--- config.mk ---
export PLATFORM = sky130hd
export DESIGN_NAME = prog_up_down_counter
export DESIGN_NICKNAME = d
export VERILOG_FILES = /design/src/rtl/udc_pkg.sv /design/src/rtl/prog_up_down_counter_tick_prescaler.sv /design/src/rtl/prog_up_down_counter.sv
export SDC_FILE = /design/constraint.sdc
export NUM_CORES = 1
export LEC_CHECK = 0
export CAP_MARGIN = 20
export CORE_MARGIN = 3
export CORE_UTILIZATION = 31
export CTS_CLUSTER_DIAMETER = 120
export DETAILED_ROUTE_END_ITERATION = 10
export HOLD_SLACK_MARGIN = 0.15
export PLACE_DENSITY = 0.51
export REMOVE_ABC_BUFFERS = 1
export SLEW_MARGIN = 10
export SYNTH_ARGS = -nofsm -noshare
export SYNTH_HDL_FRONTEND = slang
export SYNTH_SLANG_ARGS = --single-unit
export TNS_END_PERCENT = 50
--- constraint.sdc ---
create_clock -name clk -period 2.24 [get_ports clk]
set_clock_uncertainty 0.15 [all_clocks]
set_input_delay 0.448 -clock clk [delete_from_list [all_inputs] [get_ports clk]]
set_output_delay 0.448 -clock clk [all_outputs]
set_load 0.1 [all_outputs]
--- src/rtl/udc_pkg.sv ---
// Shared constants for the up/down counter family and its prescaler.
package udc_pkg;

   localparam int unsigned DEF_WIDTH     = 8;
   localparam int unsigned DEF_DIV_WIDTH = 16;

   localparam logic DIR_UP   = 1'b1;
   localparam logic DIR_DOWN = 1'b0;

   localparam bit MODE_WRAP = 1'b0;
   localparam bit MODE_SAT  = 1'b1;

endpackage

--- src/rtl/prog_up_down_counter_tick_prescaler.sv ---
// Enable-gated prescaler: one tick every div+1 enabled cycles.
// A lowered div takes effect at once; an overshot phase ticks and clears.
module tick_prescaler
   import udc_pkg::*;
#(
   parameter int unsigned DIV_WIDTH = DEF_DIV_WIDTH
) (
   input  logic                 clk,
   input  logic                 reset,
   input  logic                 en,
   input  logic                 clr,
   input  logic [DIV_WIDTH-1:0] div,
   output logic                 tick
);

   logic [DIV_WIDTH-1:0] pre_cnt_q;
   logic [DIV_WIDTH-1:0] pre_cnt_d;
   logic                 at_div_c;

   always_comb begin
      at_div_c  = (pre_cnt_q >= div);
      pre_cnt_d = pre_cnt_q;
      if (clr) begin
         pre_cnt_d = '0;
      end else if (en) begin
         pre_cnt_d = at_div_c ? '0 : pre_cnt_q + DIV_WIDTH'(1);
      end
   end

   // Tick is combinational so the counter can step on the same edge.
   assign tick = en && !clr && at_div_c;

   always_ff @(posedge clk or negedge reset) begin
      if (!reset) begin
         pre_cnt_q <= '0;
      end else begin
         pre_cnt_q <= pre_cnt_d;
      end
   end

endmodule

--- src/rtl/prog_up_down_counter.sv ---
// Up/down counter with runtime limit, prescaler, parallel load,
// wrap/saturate bound handling and a registered terminal-count pulse.
module prog_up_down_counter
   import udc_pkg::*;
#(
   parameter int unsigned WIDTH     = DEF_WIDTH,
   parameter int unsigned DIV_WIDTH = DEF_DIV_WIDTH,
   parameter bit          SATURATE  = MODE_WRAP
) (
   input  logic                 clk,
   input  logic                 reset,
   input  logic                 en,
   input  logic                 up_down,
   input  logic                 load,
   input  logic [WIDTH-1:0]     load_val,
   input  logic [WIDTH-1:0]     limit,
   input  logic [DIV_WIDTH-1:0] div,
   output logic [WIDTH-1:0]     count,
   output logic                 tc
);

   logic             tick;
   logic [WIDTH-1:0] count_q;
   logic [WIDTH-1:0] count_d;
   logic             tc_q;
   logic             tc_d;

   tick_prescaler #(
      .DIV_WIDTH (DIV_WIDTH)
   ) u_prescaler (
      .clk   (clk),
      .reset (reset),
      .en    (en),
      .clr   (load),
      .div   (div),
      .tick  (tick)
   );

   // Bound check comes before +1/-1, so no overflow path exists.
   always_comb begin
      count_d = count_q;
      tc_d    = 1'b0;
      if (load) begin
         count_d = (load_val > limit) ? limit : load_val;
      end else if (tick) begin
         if (up_down == DIR_UP) begin
            if (count_q >= limit) begin
               count_d = (SATURATE == MODE_SAT) ? limit : '0;
               tc_d    = 1'b1;
            end else begin
               count_d = count_q + WIDTH'(1);
            end
         end else begin
            if (count_q == '0) begin
               count_d = (SATURATE == MODE_SAT) ? '0 : limit;
               tc_d    = 1'b1;
            end else begin
               count_d = count_q - WIDTH'(1);
            end
         end
      end
   end

   always_ff @(posedge clk or negedge reset) begin
      if (!reset) begin
         count_q <= '0;
         tc_q    <= 1'b0;
      end else begin
         count_q <= count_d;
         tc_q    <= tc_d;
      end
   end

   assign count = count_q;
   assign tc    = tc_q;

endmodule

==> impl_metrics.env <==
export IMPL_status="complete, but fails checks"
export IMPL_violations="negative setup slack"
export IMPL_cp_depth=8
export IMPL_antenna_found_initial=0
export IMPL_cts_tree="done"
export IMPL_timing_critical_path_buf_inv=1
export IMPL_ctsLongestPathBuffers=2
export IMPL_grt_pass1_wl_mm=14.5
export IMPL_clock_sinks=25
export IMPL_fin_nets=515
export IMPL_die_h_um=99.9
export IMPL_final_cell_mix="buf_4 (77), dfrtp_1 (25), inv_1 (24)"
export IMPL_area_growth_pct=66.2
export IMPL_drtIter0Drc=76
export IMPL_setup_violations=21
export IMPL_finalMaxSlewViolations=0
export IMPL_avgSynthCellArea_um2=8.36
export IMPL_path_cells="ha_4, a21o_1, a2111oi_4, buf_4, o21ai_1, or3_1, o2bb2ai_1, o211ai_1"
export IMPL_crit_path_max_fanout=3
export IMPL_hpwl_mm=6.74
export IMPL_layout_commonest_cell="buf_4"
export IMPL_dieArea_um2=9980
export IMPL_synth_edf_count=0
export IMPL_grt_max_degree=29
export IMPL_first_global_vias=3005
export IMPL_drive_gt1_share_pct=41.5
export IMPL_ys_ff_latch=25
export IMPL_seq_area_frac_synth_pct=22.9
export IMPL_syn_inst=327
export IMPL_critPathRequiredTime_ps=2280
export IMPL_synth_top_area_share_pct=22.9
export IMPL_die_w_um=99.9
export IMPL_totalPowerFinal_uw=2480
export IMPL_worst_path_max_delay_cell="dfrtp_1"
export IMPL_hold_buffers=0
export IMPL_insertion_delay_ps=270
export IMPL_nFillCells=762
export IMPL_synthArstFlopShare_pct=100
export IMPL_num_vias=2951
export IMPL_rows=33
export IMPL_ios=46
export IMPL_ir_worst_vdd_mv=0.624
export IMPL_fmax_mhz=414
export IMPL_holdCritPathClass="in2async"
export IMPL_via_per_inst=5.40
export IMPL_drc_errors=0
export IMPL_gp_congestion=0.852
export IMPL_yosys_warnings=0
export IMPL_synth_cell_area_um2=2730
export IMPL_synthFlopType="dfrtp_1"
export IMPL_yosysTopAreaCell="dfrtp_1"
export IMPL_critical_path_top_delay_family="compound AO/OA/AOI/OAI gates"
export IMPL_final_hold_viol_count=0
export IMPL_slew_headroom_pct=73.8
export IMPL_clockRootBuffer="clkbuf_8"
export IMPL_critPathArrivalTime_ps=2460
export IMPL_first_pass_iters=4
export IMPL_fin_crit_ps=2420
export IMPL_port_buffers=45
export IMPL_grt_total_usage_pct=17.7
export IMPL_crit_path_start_kind="flip-flop"
export IMPL_cpPeakStageDelay_ps=450
export IMPL_setup_tns_final_ps=-1920
export IMPL_power_density_nw_per_um2=546
export IMPL_rsz0062_at_grt="yes"
export IMPL_ys_types=58
export IMPL_wl_mm=8.89
export IMPL_grt_overflow=0
export IMPL_rr_worst_depth=8
export IMPL_path_clk_slew_ps=90
export IMPL_cts_max_level=1
export IMPL_synthTopCellsByArea="dfrtp_1 (23%), ha_1 (16%), inv_1 (5.1%)"
export IMPL_maxCapViolCount=0
export IMPL_p_leak_uw=0.00204
export IMPL_cts_buffers_inserted=3
export IMPL_ant_nets=0
export IMPL_crit_type="reg2reg"
export IMPL_period_share_pct=108
export IMPL_wl_per_cell_um=16.3
export IMPL_worstMarginPinSlew_ps=392
export IMPL_initial_core_util_pct=32.6
export IMPL_fin_ws_ps=-176
export IMPL_worstSetupEndpointType="flip-flop"
export IMPL_core_area_um2=8380
export IMPL_antenna_cells=0
## cell families after synthesis
kind of cell    after synthesis  share of synthesized area [%]
flops                        25                           22.9
simple gates                 95                           20.4
buf+inv                      54                           8.06
xor+xnor                      6                           1.92
mux                           5                           2.01
fa+ha+maj                    36                           16.5
compound gates              106                           28.2
## area by class of cell
type | instances | area, um2 | area share [%]
Clock buffer | 4 | 45.0 | 0.992
Tap cell | 105 | 131 | 2.89
Timing Repair Buffer | 127 | 1180 | 25.9
Multi-Input combinational cell | 248 | 2420 | 53.4
Sequential cell | 25 | 626 | 13.8
Inverter | 37 | 139 | 3.06
## worst paths after layout
kind | from | to | slack [ps]
max in group asynchronous | reset | count[1]$_DFFE_PN0P_ | 1300
max reg2reg | count[6]$_DFFE_PN0P_ | count[6]$_DFFE_PN0P_ | -180
min in group clk | u_prescaler.pre_cnt_q[0]$_DFFE_PN0P_ | u_prescaler.pre_cnt_q[0]$_DFFE_PN0P_ | 470
min | reset | u_prescaler.pre_cnt_q[3]$_DFFE_PN0P_ | 380
max | count[6]$_DFFE_PN0P_ | count[6]$_DFFE_PN0P_ | -180
min reg2reg | u_prescaler.pre_cnt_q[0]$_DFFE_PN0P_ | u_prescaler.pre_cnt_q[0]$_DFFE_PN0P_ | 470
## metal layers
metal | up-vias | wire length (um) | track usage [%] | share of wire (%)
met5 | - | 0 | 0 | 0
met4 | 0 | 138 | 3.68 | 1.6
met3 | 12 | 288 | 1.32 | 3.2
met2 | 70 | 4560 | 33.5 | 51
met1 | 1393 | 3900 | 21.8 | 44
li1 | 1476 | - | - | -
## registers in the layout, summed over array words and instances (netlist names)
name / flops
u_prescaler.pre_cnt_q: 16
count: 8
tc: 1
## power breakdown
group	switching (uW)	total, uW	internal, uW
logic	891	1640	745
clock network	153	280	128
registers	63.2	564	501
## what timing repair did
action / 4_1_cts / 5_1_grt
pin swaps: 30 / 14
cloned: 1 / 0
resized for setup: 112 / 28
buffers inserted: 1 / 3
endpoints found under the hold margin: 0 / 0
endpoints found under the setup margin: 25 / 25
## synth_stat cells (all sizes together), types with 6 or more instances
cell and instances:
o211ai 6, inv 37, nor3b 7, o21ai 15, nand2 14, dfrtp 25
a21o 7, nor3 11, nand3 15, ha 36, clkbuf 12, and3 12
nor2 9, o31ai 10, o311ai 6, a21oi 13, a31oi 7, xnor2 6
o21a 7
## through the flow
stage                     area, um2  hold slack (ps)  setup WS (ps)  util, %  std cells
final                          4540              383           -176     54.2        546
after detailed placement       3950              437           -935     47.1        540
after CTS                      4420              406           -157     52.8        545
after global routing           4540              418           -245     54.2        546
after floorplan                2650             2.41           -826        -        310
after global placement         3950              424           -852     47.1        540
Note: power is estimated with default switching activity, not from simulation.
